File: config.mk
export PLATFORM = sky130hd
export DESIGN_NAME = oled_update_ctrl
export DESIGN_NICKNAME = d
export VERILOG_FILES = /design/src/rtl/oled_update_ctrl.sv
export SDC_FILE = /design/constraint.sdc
export NUM_CORES = 1
export LEC_CHECK = 0
export ABC_AREA = 1
export ABC_CLOCK_PERIOD_IN_PS = 1900
export BUFFER_PORTS_ARGS = -buffer_cell sky130_fd_sc_hd__buf_4
export CAP_MARGIN = 20
export CORE_ASPECT_RATIO = 1.75
export CORE_MARGIN = 5
export CORE_UTILIZATION = 50
export DETAILED_ROUTE_END_ITERATION = 8
export PLACE_DENSITY_LB_ADDON = 0.05
export SYNTH_ARGS = -nofsm -noshare
export SYNTH_HDL_FRONTEND = slang
export SYNTH_SLANG_ARGS = --single-unit
export TNS_END_PERCENT = 50
File: constraint.sdc
create_clock -name in_clk -period 1.9 [get_ports in_clk]
set_input_delay 0.285 -clock in_clk [delete_from_list [all_inputs] [get_ports in_clk]]
set_output_delay 0.285 -clock in_clk [all_outputs]
set_load 0.03 [all_outputs]
File: src/rtl/oled_update_ctrl.sv
// oled_update_ctrl
//   Frame-update scheduler sharing one oled_serial driver between two pixel
//   sources. Round-robin arbitration on ties, frame starts rate-limited to
//   FRAME_HZ, per-attempt timeout, and up to MAX_RETRIES extra attempts
//   after a failed frame.
//
//   Optional build macro OLED_UPDATE_CTRL_STATS_EN enables the frame/error
//   statistics counters; without it out_frames/out_errors are tied to 0.
//
// Ports
//   in_clk, in_rst_n      clock, asynchronous active-low reset
//   in_req[1:0]           frame requests (sampled only in IDLE)
//   in_pixels0/1[7:0]     pixel bytes from requester 0 / 1
//   out_grant[1:0]        one-hot grant, held for the whole frame incl. retries
//   out_done/out_fail     one-cycle completion / give-up pulses (per requester)
//   out_pixels[7:0]       granted requester's pixel byte (combinational)
//   out_update            update strobe to the driver
//   in_serial_ready/error handshake/status from the driver
//   out_busy              high whenever not IDLE
//   out_frames/out_errors statistics (successful frames / failed attempts)
module oled_update_ctrl #(
  parameter int unsigned MAIN_CLK       = 27_000_000,
  parameter int unsigned FRAME_HZ       = 30,
  parameter int unsigned TIMEOUT_CYCLES = 2_000_000,
  parameter int unsigned MAX_RETRIES    = 2
) (
  input  logic        in_clk,
  input  logic        in_rst_n,
  input  logic [1:0]  in_req,
  input  logic [7:0]  in_pixels0,
  input  logic [7:0]  in_pixels1,
  output logic [1:0]  out_grant,
  output logic [1:0]  out_done,
  output logic [1:0]  out_fail,
  output logic [7:0]  out_pixels,
  output logic        out_update,
  input  logic        in_serial_ready,
  input  logic        in_serial_error,
  output logic        out_busy,
  output logic [15:0] out_frames,
  output logic [7:0]  out_errors
);

  localparam int unsigned HOLD = MAIN_CLK / FRAME_HZ;
  localparam int unsigned HW   = $clog2(HOLD + 1);
  localparam int unsigned TW   = $clog2(TIMEOUT_CYCLES + 1);
  localparam int unsigned RW   = (MAX_RETRIES > 0) ? $clog2(MAX_RETRIES + 1) : 1;

  typedef enum logic [2:0] {
    S_IDLE,
    S_START,
    S_BUSY,
    S_CHECK,
    S_HOLD
  } state_t;

  state_t          state_q, state_d;
  logic [1:0]      grant_q, grant_d;
  logic            last_q, last_d;         // index of the last granted requester
  logic [RW-1:0]   retry_cnt_q, retry_cnt_d;
  logic            retry_q, retry_d;       // retry pending while in HOLD
  logic            tmo_q, tmo_d;           // current attempt ended by timeout
  logic [HW-1:0]   hold_cnt_q, hold_cnt_d;
  logic [TW-1:0]   to_cnt_q, to_cnt_d;
  logic            update_q, update_d;
  logic [1:0]      done_q, done_d;
  logic [1:0]      fail_q, fail_d;
  logic            busy_q, busy_d;
  logic [1:0]      pick;
  logic            check_err;

  // Tie goes to the requester that was not granted last.
  assign pick      = (in_req == 2'b11) ? (last_q ? 2'b01 : 2'b10) : in_req;
  assign check_err = in_serial_error | tmo_q;

  always_comb begin
    state_d     = state_q;
    grant_d     = grant_q;
    last_d      = last_q;
    retry_cnt_d = retry_cnt_q;
    retry_d     = retry_q;
    tmo_d       = 1'b0;
    hold_cnt_d  = (hold_cnt_q != '0) ? hold_cnt_q - HW'(1) : '0;
    to_cnt_d    = to_cnt_q;
    done_d      = '0;
    fail_d      = '0;

    unique case (state_q)
      S_IDLE: begin
        if (hold_cnt_q == '0 && in_req != '0) begin
          grant_d     = pick;
          last_d      = pick[1];
          retry_cnt_d = RW'(MAX_RETRIES);
          retry_d     = 1'b0;
          state_d     = S_START;
        end
      end
      S_START: begin
        if (to_cnt_q == '0) begin
          tmo_d   = 1'b1;
          state_d = S_CHECK;
        end else begin
          to_cnt_d = to_cnt_q - TW'(1);
          if (!in_serial_ready) state_d = S_BUSY;
        end
      end
      S_BUSY: begin
        if (to_cnt_q == '0) begin
          tmo_d   = 1'b1;
          state_d = S_CHECK;
        end else begin
          to_cnt_d = to_cnt_q - TW'(1);
          if (in_serial_ready) state_d = S_CHECK;
        end
      end
      S_CHECK: begin
        state_d = S_HOLD;
        retry_d = 1'b0;
        if (!check_err) begin
          done_d = grant_q;
        end else if (retry_cnt_q != '0) begin
          retry_cnt_d = retry_cnt_q - RW'(1);
          retry_d     = 1'b1;
        end else begin
          fail_d = grant_q;
        end
      end
      S_HOLD: begin
        if (hold_cnt_q == '0) begin
          if (retry_q) begin
            state_d = S_START;
          end else begin
            grant_d = '0;
            state_d = S_IDLE;
          end
        end
      end
      default: state_d = S_IDLE;
    endcase

    // Both the holdoff and the timeout restart on every entry into START,
    // which covers first attempts and retries alike.
    if (state_d == S_START && state_q != S_START) begin
      hold_cnt_d = HW'(HOLD);
      to_cnt_d   = TW'(TIMEOUT_CYCLES);
    end

    update_d = (state_d == S_START);
    busy_d   = (state_d != S_IDLE);
  end

  always_ff @(posedge in_clk or negedge in_rst_n) begin
    if (!in_rst_n) begin
      state_q     <= S_IDLE;
      grant_q     <= '0;
      last_q      <= 1'b1;
      retry_cnt_q <= '0;
      retry_q     <= 1'b0;
      tmo_q       <= 1'b0;
      hold_cnt_q  <= '0;
      to_cnt_q    <= '0;
      update_q    <= 1'b0;
      done_q      <= '0;
      fail_q      <= '0;
      busy_q      <= 1'b0;
    end else begin
      state_q     <= state_d;
      grant_q     <= grant_d;
      last_q      <= last_d;
      retry_cnt_q <= retry_cnt_d;
      retry_q     <= retry_d;
      tmo_q       <= tmo_d;
      hold_cnt_q  <= hold_cnt_d;
      to_cnt_q    <= to_cnt_d;
      update_q    <= update_d;
      done_q      <= done_d;
      fail_q      <= fail_d;
      busy_q      <= busy_d;
    end
  end

  always_comb begin
    out_pixels = '0;
    if (grant_q[0])      out_pixels = in_pixels0;
    else if (grant_q[1]) out_pixels = in_pixels1;
  end

  assign out_grant  = grant_q;
  assign out_done   = done_q;
  assign out_fail   = fail_q;
  assign out_update = update_q;
  assign out_busy   = busy_q;

`ifdef OLED_UPDATE_CTRL_STATS_EN
  logic [15:0] frames_q, frames_d;
  logic [7:0]  errors_q, errors_d;

  // Every failed attempt counts, including ones that are retried later.
  always_comb begin
    frames_d = frames_q;
    errors_d = errors_q;
    if (state_q == S_CHECK) begin
      if (!check_err)              frames_d = frames_q + 16'd1;
      else if (errors_q != 8'hFF)  errors_d = errors_q + 8'd1;
    end
  end

  always_ff @(posedge in_clk or negedge in_rst_n) begin
    if (!in_rst_n) begin
      frames_q <= '0;
      errors_q <= '0;
    end else begin
      frames_q <= frames_d;
      errors_q <= errors_d;
    end
  end

  assign out_frames = frames_q;
  assign out_errors = errors_q;
`else
  assign out_frames = '0;
  assign out_errors = '0;
`endif

endmodule
==> results.json <==
{
  "synthCells": 459,
  "gr-usage-all-layers_pct": 19.2,
  "ant_nets": 0,
  "syn-cell-area_um2": 3450,
  "maxSlewHeadroom_pct": 50.5,
  "final.setup.tns_ns": 0,
  "clockBufferDepth": 2,
  "synth.distinct_cells": 37,
  "yosys_warnings": 0,
  "initial_core_util_pct": 50.7,
  "cts-root-buf": "clkbuf_16",
  "tightest_slew_ns": 0.742,
  "drt_first_pass_iters": 4,
  "worst-endpoint-required_ns": 2.12,
  "syn_to_final_growth_pct": 21.1,
  "hold_class": "in2async",
  "cts_tree": "built",
  "core.rowCount": 40,
  "hold_viol": 0,
  "cts_buffers": 9,
  "synthFlopType": "dfrtp_1",
  "fp.dieArea_um2": 8730,
  "drtIter0Drc": 127,
  "cp_num_buf_inv": 2,
  "wl_per_cell_um": 12.8,
  "drc": 0,
  "die_x_um": 72.8,
  "critPathSlowestCell": "dfrtp_1",
  "outcome": "finished clean",
  "io_pins": 62,
  "avgSynthCellArea_um2": 7.52,
  "finalSetupViolCount": 0,
  "clock-sinks": 57,
  "end_kind": "flip-flop",
  "stdcell_count": 610,
  "ys_seq_area_share_pct": 41.4,
  "antenna_found_initial": 0,
  "async_reset_ff_share_pct": 100,
  "htreeDepth": 3,
  "worstSkewPairLatency_ns": 0.33,
  "clock_skew_ns": 0.00481,
  "path_clk_slew_ns": 0.05,
  "irDropWorstVdd_uv": 579,
  "antennaDiodeCount": 0,
  "slowest_delay_ns": 0.41,
  "crit_top_cell": "nand2_1",
  "grt_start_max_net_pins": 58,
  "synth-seq-cells": 57,
  "fmax_mhz": 564,
  "hold_ws_ns": 0.0118,
  "synth-edff-count": 0,
  "grt_pass1_wl_mm": 12.9,
  "place_inst": 591,
  "startpoint_type": "flip-flop",
  "gp_congestion": 0.814,
  "critPathKind": "reg2reg",
  "dpl.hpwl_mm": 5.82,
  "power.density_nw_per_um2": 731,
  "dieHeight_um": 120,
  "drv_cap": 0,
  "avgViaCountPerCell": 4.80,
  "path_max_fanout": 17,
  "slew_violations": 0,
  "wirelength_mm": 7.81,
  "leakage_nw": 2.22,
  "grt_overflow": 0,
  "final_nets": 546,
  "route.vias.total": 2927,
  "port-buffer-count": 37,
  "grt_pass1_vias": 2868,
  "holdBufCountCts": 0,
  "period_needed_ns": 1.77,
  "fin_crit_sh_pct": 93.3,
  "critPathArrivalTime_ns": 1.99,
  "final_layout_size_suffix_gt1_share_pct": 24.0,
  "crit_family": "simple AND/OR/NAND/NOR gates",
  "fp.coreArea_um2": 6810,
  "crit_chain": "nor2_2, nand2_1, nor2_4, nand3_4, nand2_1, nand3_2, nand2_2, nand3_4, buf_12, nand2_1, inv_2"
}
==> logic make-up after synthesis <==
group	after synthesis	share of synthesized area, %
xor+xnor	15	3.81
fa+ha+maj	3	1.09
other cells	1	0.109
flops	57	41.4
compound gates	35	5.73
simple gates	248	33.7
buf+inv	100	14.2
==> cells in the mapped netlist (2+ instances only) <==
cell | number | area [µm²]
inv_1 | 54 | 203
xnor2_1 | 6 | 52.6
dfrtp_1 | 56 | 1400
or2_2 | 7 | 43.8
nand4_1 | 12 | 75.1
nor2_1 | 52 | 195
nand3_2 | 4 | 40.0
nor2_2 | 10 | 62.6
inv_2 | 14 | 52.6
o21ai_0 | 12 | 60.1
clkbuf_1 | 3 | 11.3
nor3_1 | 4 | 20.0
a31o_2 | 2 | 17.5
nand3_4 | 2 | 35.0
buf_4 | 24 | 180
o21ai_1 | 4 | 20.0
a21oi_1 | 11 | 55.1
nand3b_1 | 3 | 22.5
xor2_1 | 9 | 78.8
nand2_2 | 5 | 31.3
nor4_1 | 3 | 18.8
o21bai_1 | 3 | 22.5
ha_1 | 3 | 37.5
nand3_1 | 31 | 155
nand2_1 | 111 | 417
buf_6 | 3 | 33.8
==> state kept, by name, summed over array words and instances, names as in the netlist, 2 cells and up <==
name / flops
out_done: 2
state_q: 3
retry_cnt_q: 2
out_grant: 2
hold_cnt_q: 20
to_cnt_q: 21
out_fail: 2
==> through the flow <==
| stage | utilization, % | power [W] | instance area [µm²] | setup slack [ns] |
|---|---|---|---|---|
| floorplan | - | 0.00159 | 3540 | 0.212 |
| global placement | 56.7 | 0.00167 | 3860 | 0.119 |
| detailed placement | 56.7 | 0.00167 | 3860 | 0.0722 |
| CTS | 60.4 | 0.00308 | 4110 | 0.0576 |
| global route | 61.4 | 0.00321 | 4180 | -0.00449 |
| finish | 61.4 | 0.00305 | 4180 | 0.127 |
==> where the power goes <==
group	switching [W]	internal (W)	total (W)
clock	0.000523	0.000870	0.00139
combinational	0.000220	0.000125	0.000344
sequential	0.0000431	0.00127	0.00132
==> final timing paths <==
check / to / from / depth (start not counted) / slack [ns]
max reg2reg: to_cnt_q[11] / hold_cnt_q[8] / 11 / 0.13
min reg2reg: hold_cnt_q[6] / hold_cnt_q[6] / 1 / 0.50
max: to_cnt_q[11] / hold_cnt_q[8] / 11 / 0.13
min in group in_clk: out_grant[1] / in_req[1] / 3 / 0.23
min: to_cnt_q[9] / in_rst_n / 1 / 0.01
max in group asynchronous: to_cnt_q[18] / in_rst_n / 1 / 1.38
==> worst register-to-register path: stages (launching register included) <==
cell,delay (ns)
dfrtp_1,0.41
nor2_2,0.16
nand2_1,0.14
nor2_4,0.16
nand3_4,0.11
nand2_1,0.09
nand3_2,0.09
nand2_2,0.11
nand3_4,0.11
buf_12,0.17
nand2_1,0.07
inv_2,0.03
==> layout make-up <==
class                   count  area [µm²]
fillers                   672        2630
multi-input cells         325        1660
flip-flops and latches     57        1430
repair buffers             59         468
inverters                  69         259
clock buffers              12         236
well taps                  84         105
clock inverters             4        20.0
==> routing by layer <==
metal	up-vias	routed length, µm	GRT usage, %
met4	0	238	10.0
met1	1357	2980	21.2
met5	-	0	0
li1	1511	-	-
met2	42	4330	33.4
met3	17	250	4.11
==> timing repair <==
action,4_1_cts,5_1_grt
endpoints found under the setup margin,0,29
buffers inserted,0,3
resized for setup,0,11
==> cells in the final DEF (no fill, tap or decap), types with 2 or more instances in the layout <==
cell       instances
a21oi_1           11
a31o_2             2
buf_12             2
buf_4             57
clkbuf_1           3
clkbuf_16          9
clkinv_2           4
conb_1            24
dfrtp_1           56
ha_1               2
inv_1             53
inv_2             15
nand2_1          110
nand2_2            4
nand2_4            2
nand3_1           31
nand3_2            4
nand3_4            2
nand3b_1           3
nand4_1           12
nor2_1            49
nor2_2            11
nor2_4             3
nor3_1             4
nor4_1             3
o21ai_0           12
o21ai_1            4
o21bai_1           3
or2_2              7
xnor2_1            6
xor2_1             9
(Power assumes the default switching activity.)
